**src/rtl/ram82s21_pkg.sv**
```systemverilog
// Shared definitions for the 82S21 (32x2 write-while-read RAM) controller.
//   op encodings, FSM state type and the phase-counter width.
package ram82s21_pkg;

   localparam int unsigned CNT_W  = 4;
   localparam int unsigned ADDR_W = 5;
   localparam int unsigned DATA_W = 2;

   localparam logic [1:0] OP_READ  = 2'b00;
   localparam logic [1:0] OP_WRITE = 2'b01;
   localparam logic [1:0] OP_SWAP  = 2'b10;
   localparam logic [1:0] OP_NOP   = 2'b11;

   typedef enum logic [2:0] {
      ST_IDLE   = 3'd0,
      ST_SETUP  = 3'd1,
      ST_STROBE = 3'd2,
      ST_SAMPLE = 3'd3,
      ST_WPULSE = 3'd4,
      ST_HOLD   = 3'd5,
      ST_RESP   = 3'd6
   } state_e;

endpackage

```
**src/rtl/ram82s21_phase_timer.sv**
```systemverilog
// Phase duration timer: loads N-1 on entry to a timed phase, counts down,
// and flags the last cycle of the phase.
//   clk, reset_n  : clock, async active-low reset
//   load_i        : load load_val_i this edge (phase entry)
//   load_val_i    : phase length minus one
//   tc_c          : combinational terminal count (current cycle is the last)
module ram82s21_phase_timer
   import ram82s21_pkg::*;
(
   input  logic             clk,
   input  logic             reset_n,
   input  logic             load_i,
   input  logic [CNT_W-1:0] load_val_i,
   output logic             tc_c
);

   logic [CNT_W-1:0] cnt_q;
   logic [CNT_W-1:0] cnt_d;

   // Load has priority; otherwise count down and park at zero.
   always_comb begin
      cnt_d = cnt_q;
      if (load_i) begin
         cnt_d = load_val_i;
      end else if (cnt_q != '0) begin
         cnt_d = cnt_q - CNT_W'(1);
      end
   end

   always_ff @(posedge clk or negedge reset_n) begin
      if (!reset_n) begin
         cnt_q <= '0;
      end else begin
         cnt_q <= cnt_d;
      end
   end

   assign tc_c = (cnt_q == '0);

endmodule

```
**src/rtl/ram_82s21_ctl.sv**
```systemverilog
// Request sequencer for one 82S21 32x2 write-while-read RAM.
// Turns valid/ready read/write/swap/no-op requests into timed CE, address,
// STROBE, data-in and write-enable/write-clock pin sequences, and returns
// read data with a one-cycle rsp_valid pulse. All outputs are registered.
//   clk, reset_n              : clock, async active-low reset
//   req_valid/req_ready       : request handshake (accept on both high)
//   req_op/req_addr/req_wdata : operation, word address, write data
//   rsp_valid/rsp_data        : completion pulse, read data
//   ram_a/ram_i/ram_ce        : address, data-in, chip enable
//   ram_strobe                : read strobe (RAM latches on falling edge)
//   ram_we0_n/ram_we1_n/ram_wclk_n : active-low write enables and clock
//   ram_d                     : RAM data outputs
module ram_82s21_ctl
   import ram82s21_pkg::*;
#(
   parameter int unsigned SETUP_CYC  = 1,
   parameter int unsigned STROBE_CYC = 2,
   parameter int unsigned WE_CYC     = 2,
   parameter int unsigned HOLD_CYC   = 1
) (
   input  logic              clk,
   input  logic              reset_n,
   input  logic              req_valid,
   output logic              req_ready,
   input  logic [1:0]        req_op,
   input  logic [ADDR_W-1:0] req_addr,
   input  logic [DATA_W-1:0] req_wdata,
   output logic              rsp_valid,
   output logic [DATA_W-1:0] rsp_data,
   output logic [ADDR_W-1:0] ram_a,
   output logic [DATA_W-1:0] ram_i,
   output logic              ram_ce,
   output logic              ram_strobe,
   output logic              ram_we0_n,
   output logic              ram_we1_n,
   output logic              ram_wclk_n,
   input  logic [DATA_W-1:0] ram_d
);

   state_e            state_q, state_d;
   logic [1:0]        op_q, op_d;
   logic [ADDR_W-1:0] a_q, a_d;
   logic [DATA_W-1:0] i_q, i_d;
   logic [DATA_W-1:0] rsp_data_q, rsp_data_d;
   logic              req_ready_q, req_ready_d;
   logic              rsp_valid_q, rsp_valid_d;
   logic              ce_q, ce_d;
   logic              strobe_q, strobe_d;
   logic              we_n_q, we_n_d;

   logic              accept_c;
   logic              tmr_load_c;
   logic [CNT_W-1:0]  tmr_val_c;
   logic              tmr_tc_c;

   ram82s21_phase_timer u_timer (
      .clk        (clk),
      .reset_n    (reset_n),
      .load_i     (tmr_load_c),
      .load_val_i (tmr_val_c),
      .tc_c       (tmr_tc_c)
   );

   // Next state, captured request fields and next values of every output.
   // Outputs are decoded from the next state so the pins change on the same
   // edge as the state register.
   always_comb begin
      state_d    = state_q;
      op_d       = op_q;
      a_d        = a_q;
      i_d        = i_q;
      rsp_data_d = rsp_data_q;
      tmr_load_c = 1'b0;
      tmr_val_c  = '0;
      accept_c   = req_valid & req_ready_q;

      case (state_q)
         ST_IDLE: begin
            if (accept_c) begin
               op_d = req_op;
               if (req_op == OP_NOP) begin
                  state_d = ST_RESP;
               end else begin
                  state_d = ST_SETUP;
                  a_d     = req_addr;
                  i_d     = req_wdata;
               end
            end
         end
         ST_SETUP: begin
            if (tmr_tc_c) begin
               state_d = (op_q == OP_WRITE) ? ST_WPULSE : ST_STROBE;
            end
         end
         ST_STROBE: begin
            if (tmr_tc_c) begin
               state_d = ST_SAMPLE;
            end
         end
         ST_SAMPLE: begin
            // Strobe has just fallen; the RAM output is latched and stable.
            rsp_data_d = ram_d;
            state_d    = (op_q == OP_READ) ? ST_RESP : ST_WPULSE;
         end
         ST_WPULSE: begin
            if (tmr_tc_c) begin
               state_d = ST_HOLD;
            end
         end
         ST_HOLD: begin
            if (tmr_tc_c) begin
               state_d = ST_RESP;
            end
         end
         ST_RESP: begin
            state_d = ST_IDLE;
         end
         default: begin
            state_d = ST_IDLE;
         end
      endcase

      // Every timed phase differs from its predecessor, so a state change
      // is exactly a phase entry.
      if (state_d != state_q) begin
         tmr_load_c = 1'b1;
         case (state_d)
            ST_SETUP:  tmr_val_c = CNT_W'(SETUP_CYC - 1);
            ST_STROBE: tmr_val_c = CNT_W'(STROBE_CYC - 1);
            ST_WPULSE: tmr_val_c = CNT_W'(WE_CYC - 1);
            ST_HOLD:   tmr_val_c = CNT_W'(HOLD_CYC - 1);
            default:   tmr_val_c = '0;
         endcase
      end

      // Ops that read nothing report zero data.
      if ((state_d == ST_RESP) && ((op_d == OP_WRITE) || (op_d == OP_NOP))) begin
         rsp_data_d = '0;
      end

      req_ready_d = (state_d == ST_IDLE);
      rsp_valid_d = (state_d == ST_RESP);
      ce_d        = (state_d inside {ST_SETUP, ST_STROBE, ST_SAMPLE, ST_WPULSE, ST_HOLD});
      strobe_d    = (state_d == ST_STROBE);
      we_n_d      = (state_d != ST_WPULSE);
   end

   always_ff @(posedge clk or negedge reset_n) begin
      if (!reset_n) begin
         state_q     <= ST_IDLE;
         op_q        <= OP_READ;
         a_q         <= '0;
         i_q         <= '0;
         rsp_data_q  <= '0;
         req_ready_q <= 1'b0;
         rsp_valid_q <= 1'b0;
         ce_q        <= 1'b0;
         strobe_q    <= 1'b0;
         we_n_q      <= 1'b1;
      end else begin
         state_q     <= state_d;
         op_q        <= op_d;
         a_q         <= a_d;
         i_q         <= i_d;
         rsp_data_q  <= rsp_data_d;
         req_ready_q <= req_ready_d;
         rsp_valid_q <= rsp_valid_d;
         ce_q        <= ce_d;
         strobe_q    <= strobe_d;
         we_n_q      <= we_n_d;
      end
   end

   assign req_ready  = req_ready_q;
   assign rsp_valid  = rsp_valid_q;
   assign rsp_data   = rsp_data_q;
   assign ram_a      = a_q;
   assign ram_i      = i_q;
   assign ram_ce     = ce_q;
   assign ram_strobe = strobe_q;
   // Both write enables and the write clock share one pulse.
   assign ram_we0_n  = we_n_q;
   assign ram_we1_n  = we_n_q;
   assign ram_wclk_n = we_n_q;

endmodule

```
**config.mk**
```make
export PLATFORM = sky130hd
export DESIGN_NAME = ram_82s21_ctl
export DESIGN_NICKNAME = d
export VERILOG_FILES = /design/src/rtl/ram82s21_pkg.sv /design/src/rtl/ram82s21_phase_timer.sv /design/src/rtl/ram_82s21_ctl.sv
export SDC_FILE = /design/constraint.sdc
export NUM_CORES = 1
export LEC_CHECK = 0
export ABC_AREA = 1
export BUFFER_PORTS_ARGS = -buffer_cell sky130_fd_sc_hd__buf_2
export CORE_MARGIN = 10
export CORE_UTILIZATION = 55
export DETAILED_ROUTE_END_ITERATION = 6
export PLACE_DENSITY = 0.82
export SETUP_SLACK_MARGIN = 0.02
export SLEW_MARGIN = 20
export SYNTH_ARGS = -nofsm -noshare
export SYNTH_HDL_FRONTEND = slang
export SYNTH_SLANG_ARGS = --single-unit
export TNS_END_PERCENT = 5
```
**constraint.sdc**
```tcl
create_clock -name clk -period 3.68 [get_ports clk]
set_input_delay 0 -clock clk [delete_from_list [all_inputs] [get_ports clk]]
set_output_delay 0 -clock clk [all_outputs]
set_load 0.02 [all_outputs]
```
==> results.md, run 1 <==
- The overall die area is 4380 um2.
- The largest single stage delay on the critical path is approximately 0.41 ns.
- The number of diodes is 0.
- The placer congestion estimate is 0.955.
- The number of storage elements in the synthesis netlist is 23.
- The worst ir drop on vdd is approximately 540 uV.
- The met2 wire length is between 1 and 1.5 mm.
- The largest driver fanout on the critical path is 5.
- The startpoint class of the critical path is a register.
- In the final routed layout, each cell accounts on average for 12.6 um.
- The horizontal die dimension is 66.2 um.
- The final routed DRC violation total is 0.
- After technology mapping, the gate count stands at around 140.
- The maximum count of clock buffers along a single path is 2.
- The number of clock buffers inserted by TritonCTS is 3.
- The height of the die is 66.2 um.
- The count of clock tree sinks is 23.
- In this run the worst hold path is classified as input port to register.
- In the layout the commonest cells are nand2_1, buf_2, dfrtp_1, nor2_1, inv_1.
- Setup slack on the worst reg-to-reg path comes out at approximately 2.0 ns.
- The total half-perimeter wirelength after legalization and detailed placement is 1.92 mm.
- The first detailed-routing pass ran for 4 iterations.
- For this design, the slowest cell found on the critical path is dfrtp_1.
- The total number of nets in the final design is 192.
- The global route total overflow is 0.
- The maximum clock rate is just under 0.6 GHz.
- The analysis attributes to cell leakage a power of approximately 0.80 nW.
- The count of nets left with antenna violations once routing finished came out at 0.
- TritonCTS built the clock tree.
- Setup repair after global routing left no endpoint under its margin.
- The total number of yosys warnings is 0.
- The total buffers and inverters traversed by the critical path is 3.
- The clock-pin slew of the registers on the worst-case setup and hold paths is 0.12 ns.
- The number of levels the H-tree was split into is 1.
- The final critical-path setup slack is roughly 2.0 ns.
- The routed design has 2.55 mm of wire.
- Power spread over the standard cell area amounts to around 840 nW/um2.
- The critical path arrival is 1.94 ns.
- The total count of hold-check failures in the final report was 0.
- The internal power of the cells totals between 600 and 700 uW.
- Setup violations remaining at the end of the flow were counted as 0.
- STA classifies the critical path endpoint as a register.
- In this run the count of I/O pins placed on the die edge is 30.
- The detailed router put a total of 1.09 mm of wire on met1.
- Each instance of the synthesized netlist takes up on average about 8.6 um2.
- The highest routing layer actually used is met4.
- The number of cell rows is 16.
- During placement, the flow inserted port buffers numbering 29.
- Relative to the synthesized area, the layout overhead comes to 23.5%.
- Traced cell by cell, the critical path runs through inv_1 -> ha_1 -> nand2_1 -> nor2_1 -> nand4_1 -> nand3_2 -> nand2_2 -> clkinv_2 -> nand2_2 -> nand2_1 -> inv_1.
- The reg-to-reg startpoint is u_timer.cnt_q[0]$_DFFE_PN0P_.
- The share of total power dissipated in sequential elements is between 30% and 40%.
- On the final layout, the worst clock skew is 0.00127 ns.
- The post-synthesis sequential area ratio is ~49%.
- The number of antenna violations at the first check in global routing was 0.
- The worst path required time is 3.89 ns.
- After detailed routing, the met3 layer carries 130 um of wire.
- The worst path uses 46.9% of the clock period.
- The net count of the mapped netlist is 152.
- The post-placement setup slack is 1.98 ns.
- Headroom to the max-slew limit came out at 67.1%.
- The share of power burned in the clock network is 9.4%.
- The post-layout minimum cycle time is 1.72 ns.
- Entering global routing, the biggest net connects 24 pins.
- The placeable core region is 2000 um2.
- The global-route wire length before repair is around 4.3 mm.
- The transition time of the tightest slew-check pin is around 0.49 ns.
- The run finished with clean final reports.
- The post-CTS resize count is 0.
- The latest clock arrival within the worst-skew pair is 0.30 ns.
- The via count is about 1,000.
- The share of layout cells above drive strength 1 is 33.0%.
- The tool flagged a number of max-cap violations equal to 0.
- The root buffer cell chosen for the clock tree is clkbuf_4.
- In this run the worst setup path begins at u_timer.cnt_q[0]$_DFFE_PN0P_.
- Once the floorplan was initialized, standard cells occupied between 50 and 60% of the core.
- The combined area of all synthesized cells is 1170 um2.
- Leaving out fill and tap cells, the most frequent cell in the layout is nand2_1.
- The number of global-route vias before repair is ~1,000.
- Adding up every negative setup slack in the final design gives 0 ns.
- The detailed router finished its first iteration with 38 violations.
- The final-report max-slew violation count is 0.
- The switching portion of total power is between 40% and 50%.
- The type of the worst setup path is register to register.
- Global routing consumed, over all layers together, 12.2% of the routing resources.
- The fraction of power consumed by combinational cells is 54.5%.
- The worst hold path begins at ram_d[1].
- Yosys mapped the design onto 28 distinct sky130hd cell types.
- The family with the most delay on the worst path is simple AND/OR/NAND/NOR gates.
- Dividing the detail-routed via count by the number of cells gives 4.93.
- The switching component of the power is 577 uW.
flip-flops by register name (all words and copies together), names as in the netlist, named ones only:
register and flops:
ram_a 5, u_timer.cnt_q 4, state_q 3, ram_i 2, rsp_data 2, op_q 1, ram_ce 1, ram_strobe 1
ram_wclk_n 1, req_ready 1, rsp_valid 1
final timing paths:
| path | to | depth (start not counted) |
|---|---|---|
| min | rsp_data[1]$_DFFE_PN0P_ | 4 |
| max | rsp_data[0]$_DFFE_PN0P_ | 11 |
| max reg2reg | rsp_data[0]$_DFFE_PN0P_ | 11 |
| min reg2reg | ram_i[0]$_DFFE_PN0P_ | 2 |
| max in group asynchronous | ram_wclk_n$_DFF_PN1_ | 2 |
| min in group asynchronous | rsp_data[1]$_DFFE_PN0P_ | 2 |
worst min-delay path, cell delays in order:
cell and delay [ns]:
buf_2 0.07, mux2_2 0.13, nand2_1 0.05, inv_1 0.04
what timing repair did:
| item | 4_1_cts | 5_1_grt |
|---|---|---|
| hold buffers | 10 | 0 |
| endpoints found under the hold margin | 32 | 0 |
| endpoints found under the setup margin | 0 | 0 |
| setup buffers | 0 | 0 |
synthesized netlist by cell type:
cell / number / area (um2)
nand3_1: 7 / 35.0
a21oi_1: 3 / 15.0
dfstp_2: 1 / 26.3
ha_1: 1 / 12.5
nor2_1: 14 / 52.6
o21ai_2: 3 / 26.3
clkinv_2: 1 / 5.00
nor2_2: 2 / 12.5
nor3b_1: 1 / 7.51
or2_2: 2 / 12.5
xor2_1: 1 / 8.76
inv_1: 14 / 52.6
o21ai_1: 1 / 5.00
buf_4: 4 / 30.0
nand3_2: 2 / 20.0
a21oi_2: 2 / 17.5
nand2_4: 1 / 11.3
o21ai_0: 1 / 5.00
nor3_1: 1 / 5.00
nand2_2: 5 / 31.3
nand3_4: 1 / 17.5
mux2_2: 2 / 22.5
dfrtp_1: 22 / 551
nor3_4: 1 / 16.3
nor3_2: 1 / 10.0
nand4_1: 1 / 6.26
inv_2: 2 / 7.51
nand2_1: 40 / 150
cell families after synthesis:
family          Yosys count  share of synthesized area, %
compound gates           10                          5.87
xor+xnor                  1                         0.747
fa+ha+maj                 1                          1.07
buf+inv                  21                          8.11
flops                    23                          49.2
mux                       2                          1.92
simple gates             79                          33.1
area by class of cell:
type,instances,area [um2]
repair buffers,39,245
clock buffers,4,26.3
flip-flops and latches,23,577
fillers,154,554
inverters,17,65.1
well taps,27,33.8
multi-input cells,93,500
power by group through the flow:
stage	clock (mW)	sequential (mW)	combinational (mW)
after floorplan	0	0.495	0.455
final	0.114	0.439	0.664
after CTS	0.117	0.439	0.672
after detailed placement	0	0.443	0.663
after global placement	0	0.439	0.640
after global routing	0.130	0.454	0.748
per-layer routing:
layer | up-vias | GRT usage (%)
met5 | - | 0
met4 | 0 | 3.14
met3 | 5 | 4.24
met2 | 20 | 21.8
met1 | 474 | 13.3
li1 | 502 | -
per-stage QoR:
| stage | hold slack (ns) | area (um2) | utilization [%] | power (mW) | std cells |
|---|---|---|---|---|---|
| 2_1_floorplan | -0.296 | 1170 | - | 0.950 | 137 |
| 3_3_place_gp | -0.00934 | 1320 | 66.0 | 1.08 | 189 |
| 3_5_place_dp | -0.00177 | 1320 | 66.0 | 1.11 | 189 |
| 4_1_cts | 0.0114 | 1450 | 72.3 | 1.23 | 203 |
| 5_1_grt | 0.0100 | 1450 | 72.3 | 1.33 | 203 |
| 6_report | 0.0102 | 1450 | 72.3 | 1.22 | 203 |
(Power assumes the default switching activity.)
==> run 2: changes to the inputs <==
--- a/config.mk
+++ b/config.mk
@@ -7,10 +7,11 @@
 export LEC_CHECK = 0
 export ABC_AREA = 1
 export BUFFER_PORTS_ARGS = -buffer_cell sky130_fd_sc_hd__buf_2
+export CORE_ASPECT_RATIO = 0.6
 export CORE_MARGIN = 10
-export CORE_UTILIZATION = 55
+export CORE_UTILIZATION = 46
 export DETAILED_ROUTE_END_ITERATION = 6
-export PLACE_DENSITY = 0.82
+export PLACE_DENSITY = 0.74
 export SETUP_SLACK_MARGIN = 0.02
 export SLEW_MARGIN = 20
 export SYNTH_ARGS = -nofsm -noshare
==> constraint.sdc (replaced) <==
create_clock -name clk -period 1.5 [get_ports clk]
set_input_delay 0 -clock clk [delete_from_list [all_inputs] [get_ports clk]]
set_output_delay 0 -clock clk [all_outputs]
set_load 0.02 [all_outputs]
==> run 2 against run 1 <==
Maximum frequency up 20%. First-iteration DRC count did not move. Clock skew grew 0.00067 ns. Count of clock-buffer cells in the layout down 1. Total power grew to 2.9 times the previous value. Highest routed layer unchanged. Sequential share of layout area down 4.0 points. Clock power grew to 3.6 times the previous value. Largest cell class unchanged. Hold slack improved by 0.022 ns. Critical path depth shrank 3. Non-clock buffer count grew 11. Design area grew 12%. Global-route usage rose by 0.26 points.
==> results.md, run 2 (synthesized netlist as in run 1, its figures left out) <==
- The vias per cell was 4.69 (-4.9%).
- The switching component of the power is 1.62 mW (+180%).
- Leaving out fill and tap cells, the most frequent cells in the layout are nand2_1, buf_2, dfrtp_1, nor2_1, buf_4.
- The number of global-route vias before repair came to 1,097 (+7.4%).
- The global-route wire length before repair is 4.99 mm (+17%).
- The post-layout minimum cycle time is 1.44 ns (-0.286 ns).
- The non-filler instance count after layout is 219 (+7.9%).
- The total wire length was 2.87 mm (+12%).
- The critical path's slowest cell is dfrtp_1.
- The ratio of total power to cell area is 2180 nW/um2 (+160%).
- The worst reg-to-reg path cell count was 8 (-3).
- The worst path required time is 1.67 ns (-2.22 ns).
- The switching portion of total power was 45.9% (-1.5 points).
- The final routed DRC violation total is 0 (unchanged).
- The overall routing resource usage is 12.5% (+0.26 points).
- The number of top-level pins is 30 (unchanged).
- The overall die area is 5030 um2 (+15%).
- Traced cell by cell, the critical path runs through nor2_1 -> nand2_2 -> nand2_2 -> nand3_4 -> o21ai_4 -> nand2_4 -> nand2_1 -> nand2_1.
- The headroom to the max-slew limit is 65.9% (-1.2 points).
- The flip-flop count of the largest register after layout came to 5 (unchanged).
- The latest clock arrival within the worst-skew pair came to 0.27 ns (-0.03 ns).
- The total half-perimeter wirelength after legalization and detailed placement is 2.01 mm (+5.0%).
- The placeable core region is 2470 um2 (+23%).
- The number of cell rows is 14 (-2).
- The library cell used most frequently in the layout, excluding fill and tap cells, is nand2_1.
- The reg-to-reg startpoint is u_timer.cnt_q[3]$_DFFE_PN0P_.
- The flop-to-flop setup slack came to 0.06 ns (-1.89 ns).
- The count of clock tree sinks is 23 (unchanged).
- The number of routed nets with antenna violations is 0 (unchanged).
- The horizontal die dimension is 85.2 um (+29%).
- The post-route clock period utilization is 95.9% (+49 points).
- The global route total overflow came to 0 (unchanged).
- The total count of hold-check failures in the final report is 0 (unchanged).
- The worst register-to-register path ends at u_timer.cnt_q[0]$_DFFE_PN0P_.
- The number of buffers added on ports is 29 (unchanged).
- The number of diodes is 0 (unchanged).
- The worst ir drop on vdd is 997 uV (+84%).
- Clock tree synthesis selected as its root buffer the cell clkbuf_8.
- The sequential fraction of design power is 31.2% (-4.9 points).
- The max-cap check violation count is 0 (unchanged).
- The run finished with clean final reports.
- The total number of nets in the final design was 203 (+5.7%).
- The transition time of the tightest slew-check pin is 0.511 ns (+0.0179 ns).
- The fraction of power consumed by combinational cells was 57.3% (+2.8 points).
- The average routed wire per standard cell is 13.1 um (+4.2%).
- The total leakage power is 0.865 nW (+7.6%).
- The count of placed standard cells including taps came to 204 (+7.9%).
- The type of the worst setup path is register to register.
- The length of the first detailed-routing pass in iterations is 4 (unchanged).
- The share of layout cells above drive strength 1 was 45.5% (+13 points).
- The startpoint identified for the worst hold timing path is req_valid.
- The placer congestion estimate was 0.868 (-9.2%).
- The critical path arrival is 1.61 ns (-0.33 ns).
- The area added between synthesis and finish is 38.2%.
- The via count is 1,027 (+2.6%).
- The number of clock buffers inserted by TritonCTS is 3 (unchanged).
- The final-report max-slew violation count is 0 (unchanged).
- The final setup skew is 0.00194 ns (+0.000674 ns).
- The worst min-delay path category is input port to register.
- TritonCTS built the clock tree.
- The worst hold margin is 0.0325 ns (+0.0223 ns).
- The maximum count of clock buffers along a single path is 2 (unchanged).
- The number of antenna violations at the first check in global routing came to 0 (unchanged).
- The endpoint type of the worst setup path is a register.
- The internal power came to 1.91 mW (+200%).
- The worst hold path stage count is 3 (-1).
- Setup repair after global routing could not meet its margin everywhere.
- The starting utilization of the core area came to 47.5% (-11 points).
- The startpoint class of the critical path is a register.
- The DRC violation total after the first TritonRoute iteration is 38 (unchanged).
- The clock-pin slew of the registers on the worst-case setup and hold paths came to 0.09 ns (-0.03 ns).
- The pin count of the biggest net entering global routing is 24 (unchanged).
- The height of the die came to 59.1 um (-11%).
- The largest driver fanout on the critical path came to 5 (unchanged).
- The share of power burned in the clock network is 11.5% (+2.1 points).
- The maximum clock rate was 0.695 GHz (+20%).
- The number of levels the H-tree was split into is 1 (unchanged).
- The critical path's largest stage delay is 0.46 ns (+0.05 ns).
- The number of setup violations in the final report is 0 (unchanged).
run 2: cell count changes in the layout (fill, tap and decap cells not counted), moves of 3 or more:
cell,change
buf_4,+11
inv_1,-4
dfrtp_2,+3
nand2_1,-4
clkbuf_4,-3
dfrtp_1,-3
nand2_2,+4
inv_2,+4
clkbuf_8,+3
run 2: area by class of cell:
cell class / count / area (um2)
Clock buffer: 3 / 41.3
Clock inverter: 1 / 7.51
Fill cell: 207 / 850
Inverter: 17 / 65.1
Multi-Input combinational cell: 93 / 558
Sequential cell: 23 / 581
Tap cell: 32 / 40.0
Timing Repair Buffer: 50 / 328
run 2: how the worst max path moves through the flow:
stage / from / end / cells after the start
after global placement: u_timer.cnt_q[0]$_DFFE_PN0P_ / u_timer.cnt_q[0]$_DFFE_PN0P_ / 9
final: u_timer.cnt_q[3]$_DFFE_PN0P_ / u_timer.cnt_q[0]$_DFFE_PN0P_ / 8
after global routing: u_timer.cnt_q[0]$_DFFE_PN0P_ / rsp_data[1]$_DFFE_PN0P_ / 11
after floorplan: u_timer.cnt_q[0]$_DFFE_PN0P_ / rsp_data[0]$_DFFE_PN0P_ / 11
after CTS: u_timer.cnt_q[0]$_DFFE_PN0P_ / rsp_data[0]$_DFFE_PN0P_ / 11
after detailed placement: u_timer.cnt_q[0]$_DFFE_PN0P_ / rsp_data[0]$_DFFE_PN0P_ / 11
run 2: metal layers:
layer,track usage (%),vias to the layer above,wire length [um]
met3,6.18,7,219
li1,-,524,-
met2,20.2,26,1300
met1,13.8,470,1300
met5,0,-,0
met4,5.14,0,48
run 2: power by group through the flow:
| stage | registers, mW | clock network, mW | logic, mW |
|---|---|---|---|
| after floorplan | 1.21 | 0 | 1.12 |
| after global routing | 1.14 | 0.449 | 2.26 |
| final | 1.10 | 0.407 | 2.02 |
| after CTS | 1.08 | 0.429 | 1.98 |
| after detailed placement | 1.07 | 0 | 1.83 |
| after global placement | 1.07 | 0 | 1.78 |
run 2: critical path: cells and delay by family (launching register included):
| kind | cells | cell delay [ns] |
|---|---|---|
| compound gates | 1 | 0.17 |
| simple gates | 7 | 0.71 |
| flops | 1 | 0.46 |
run 2: metrics by stage:
step | setup slack, ns | total power, mW | utilization, % | TNS [ns] | cell area (um2)
detailed placement | -0.0242 | 2.90 | 56.9 | -0.0641 | 1410
finish | 0.0611 | 3.53 | 65.6 | 0 | 1620
floorplan | 0.0837 | 2.34 | - | 0 | 1170
global route | -0.0492 | 3.85 | 65.6 | -0.190 | 1620
CTS | 0.0206 | 3.49 | 64.5 | 0 | 1590
global placement | 0.0194 | 2.85 | 56.9 | 0 | 1410
run 2: what timing repair did:
item / 4_1_cts / 5_1_grt
hold buffers: 10 / 0
cloned: 0 / 0
resized for setup: 9 / 10
setup buffers: 0 / 1
endpoints found under the setup margin: 7 / 17
endpoints found under the hold margin: 31 / 0
pin swaps: 3 / 3
==> run 3: changes to the inputs <==
--- a/config.mk
+++ b/config.mk
@@ -7,11 +7,12 @@
 export LEC_CHECK = 0
 export ABC_AREA = 1
 export BUFFER_PORTS_ARGS = -buffer_cell sky130_fd_sc_hd__buf_2
-export CORE_ASPECT_RATIO = 0.6
 export CORE_MARGIN = 10
-export CORE_UTILIZATION = 46
+export CORE_UTILIZATION = 55
+export CTS_BUF_LIST = sky130_fd_sc_hd__clkbuf_16
 export DETAILED_ROUTE_END_ITERATION = 6
-export PLACE_DENSITY = 0.74
+export PLACE_DENSITY = 0.82
+export RECOVER_POWER = 100
 export SETUP_SLACK_MARGIN = 0.02
 export SLEW_MARGIN = 20
 export SYNTH_ARGS = -nofsm -noshare
==> constraint.sdc (replaced) <==
create_clock -name clk -period 1.7 [get_ports clk]
set_input_delay 0 -clock clk [delete_from_list [all_inputs] [get_ports clk]]
set_output_delay 0 -clock clk [all_outputs]
set_load 0.02 [all_outputs]
==> run 3 against run 2 <==
Maximum frequency shrank 9.9%. Sequential power shrank 12%. Total power shrank 18%. Cell count shrank 7.8%. Count of clock-buffer cells in the layout is the same. Largest power group unchanged. Register-to-register slack gained 0.04 ns. Design area shrank 9.2%. First-iteration DRC count is the same. Critical endpoint unchanged. Critical path depth grew 1.
==> results.md, run 3 (synthesized netlist as in run 1, its figures left out) <==
- The flow ran to the end, and the final reports show no timing, DRC or antenna violations.
- The total wire length came to 2.68 mm (-6.5%).
- The total half-perimeter wirelength after legalization and detailed placement is 1.89 mm (-6.1%).
- The vias per cell was 4.93 (+5.1%).
- The number of routed nets with antenna violations is 0 (unchanged).
- The DRC violation total after the first TritonRoute iteration is 38 (unchanged).
- The height of the die is 66.2 um (+12%).
- The final setup skew is 0.00151 ns (-0.000428 ns).
- The clock-pin slew of the registers on the worst-case setup and hold paths is 0.06 ns (-0.03 ns).
- The final-layout fill cell count was 156 (-25%).
- The flop-to-flop setup slack was 0.10 ns (+0.04 ns).
- The number of levels the H-tree was split into was 1 (unchanged).
- The count of clock tree sinks is 23 (unchanged).
- The global route total overflow came to 0 (unchanged).
- The top cell types in the final layout, fill and taps aside, are nand2_1, dfrtp_1, clkbuf_1, inv_1, nor2_1.
- The horizontal die dimension is 66.2 um (-22%).
- The worst min-delay path category is input port to register.
- The final-report max-slew violation count came to 0 (unchanged).
- The area occupied by multi-input gates is 504 um2 (-9.6%).
- STA classifies the critical path endpoint as a register.
- The max-cap check violation count was 0 (unchanged).
- The number of diodes is 0 (unchanged).
- The starting utilization of the core area is 58.6% (+11 points).
- The overall power consumption is 2.90 mW (-18%).
- The post-layout minimum cycle time is 1.60 ns (+0.158 ns).
- The average routed wire per standard cell was 13.3 um (+1.4%).
- The share of layout cells above drive strength 1 came to 24.6% (-21 points).
- The number of setup violations in the final report was 0 (unchanged).
- The length of the first detailed-routing pass in iterations is 4 (unchanged).
- The number of buffers added on ports was 29 (unchanged).
- The type of the worst setup path is register to register.
- The maximum clock rate came to 0.626 GHz (-9.9%).
- The overall die area is 4380 um2 (-13%).
- The accumulated negative setup slack is 0 ns (unchanged).
- Setup repair after global routing could not meet its margin everywhere.
- The placeable core region is 2000 um2 (-19%).
- The largest driver fanout on the critical path was 4 (-1).
- The headroom to the max-slew limit was 20.0% (-46 points).
- The transition time of the tightest slew-check pin was 1.20 ns (+0.689 ns).
- The via count is 996 (-3.0%).
- The ratio of total power to cell area came to 1970 nW/um2 (-9.5%).
- Leaving out fill and tap cells, the most frequent cell in the layout is nand2_1.
- The worst path required time is 1.85 ns (+0.18 ns).
- The worst ir drop on vdd is 1250 uV (+26%).
- Clock tree synthesis selected as its root buffer the cell clkbuf_16.
- The critical path arrival is 1.74 ns (+0.13 ns).
- The total leakage power is 0.775 nW (-10%).
- The final routed DRC violation total is 0 (unchanged).
- TritonCTS built the clock tree.
- The post-route clock period utilization is 93.9% (-2.0 points).
- The overall routing resource usage is 12.9% (+0.46 points).
- The number of top-level pins was 30 (unchanged).
- The number of global-route vias before repair is 1,036 (-5.6%).
- Compared with the post-synthesis result, the final layout area differs by 25.5%.
- The global-route wire length before repair is 4.41 mm (-12%).
- The startpoint class of the critical path is a register.
- The pin count of the biggest net entering global routing is 24 (unchanged).
- The number of antenna violations at the first check in global routing is 0 (unchanged).
- The number of cell rows came to 16 (+2).
- The register area is 578 um2 (-0.43%).
- The total count of hold-check failures in the final report came to 0 (unchanged).
- The total number of nets in the final design is 191 (-5.9%).
- The number of clock buffers inserted by TritonCTS is 3 (unchanged).
- The maximum count of clock buffers along a single path came to 2 (unchanged).
- The latest clock arrival within the worst-skew pair is 0.25 ns (-0.02 ns).
- The placer congestion estimate is 0.955 (+10%).
- The flip-flop count of the largest register after layout is 5 (unchanged).
-- run 3: power breakdown --
group | switching, mW | internal, mW | leakage [nW]
Combinational | 0.939 | 0.493 | 0.444
Clock | 0.185 | 0.314 | 0.0423
Sequential | 0.190 | 0.780 | 0.289
-- run 3: worst max-delay path, stage by stage (launching register included) --
cell and delay [ns]:
dfrtp_1 0.39, inv_1 0.08, ha_2 0.20, nand2_1 0.11, nand2_1 0.16, nand3_4 0.11
o21ai_2 0.21, nand2_4 0.10, nand2_1 0.09, nand2_1 0.05
-- run 3: per-stage QoR --
step           utilization (%)  std cells  hold slack (ns)  worst slack, ns  area (um2)
6_report                  73.5        202           0.0161            0.103        1470
2_1_floorplan                -        137           -0.296            0.210        1170
4_1_cts                   74.1        201           0.0130           0.0807        1480
3_3_place_gp              66.0        189         -0.00933           0.0737        1320
3_5_place_dp              66.0        189         0.000673          0.00243        1320
5_1_grt                   73.5        202           0.0329           0.0159        1470
-- run 3: worst paths after layout --
| kind | to | cells past startpoint | startpoint |
|---|---|---|---|
| worst max register to register | u_timer.cnt_q[0]$_DFFE_PN0P_ | 9 | u_timer.cnt_q[0]$_DFFE_PN0P_ |
| worst min register to register | ram_a[2]$_DFFE_PN0P_ | 2 | ram_a[2]$_DFFE_PN0P_ |
| worst max-delay path | u_timer.cnt_q[0]$_DFFE_PN0P_ | 9 | u_timer.cnt_q[0]$_DFFE_PN0P_ |
| min in group asynchronous | rsp_valid$_DFF_PN0_ | 2 | reset_n |
| worst min-delay path | register | 3 | req_op[1] |
| max in group asynchronous | state_q[1]$_DFF_PN0_ | 2 | reset_n |
-- run 3: metal layers --
| layer | routed length (um) | global-route usage (%) | up-vias |
|---|---|---|---|
| met3 | 134 | 4.75 | 5 |
| met2 | 1380 | 22.6 | 18 |
| met4 | 36 | 4.71 | 0 |
| li1 | - | - | 500 |
| met1 | 1130 | 13.8 | 473 |
| met5 | 0 | 0 | - |
-- run 3: what timing repair did --
action / 4_1_cts / 5_1_grt
gates resized for setup: 1 / 3
hold buffers: 8 / 0
endpoints found under the setup margin: 3 / 4
hold endpoints to repair: 29 / 0
buffers inserted: 0 / 1
-- run 3: area by class of cell --
type / instances / area share [%]
Timing Repair Buffer: 38 / 14.4
Tap cell: 27 / 2.30
Inverter: 17 / 4.42
Sequential cell: 23 / 39.3
Multi-Input combinational cell: 93 / 34.3
Clock inverter: 1 / 0.255
Clock buffer: 3 / 5.10
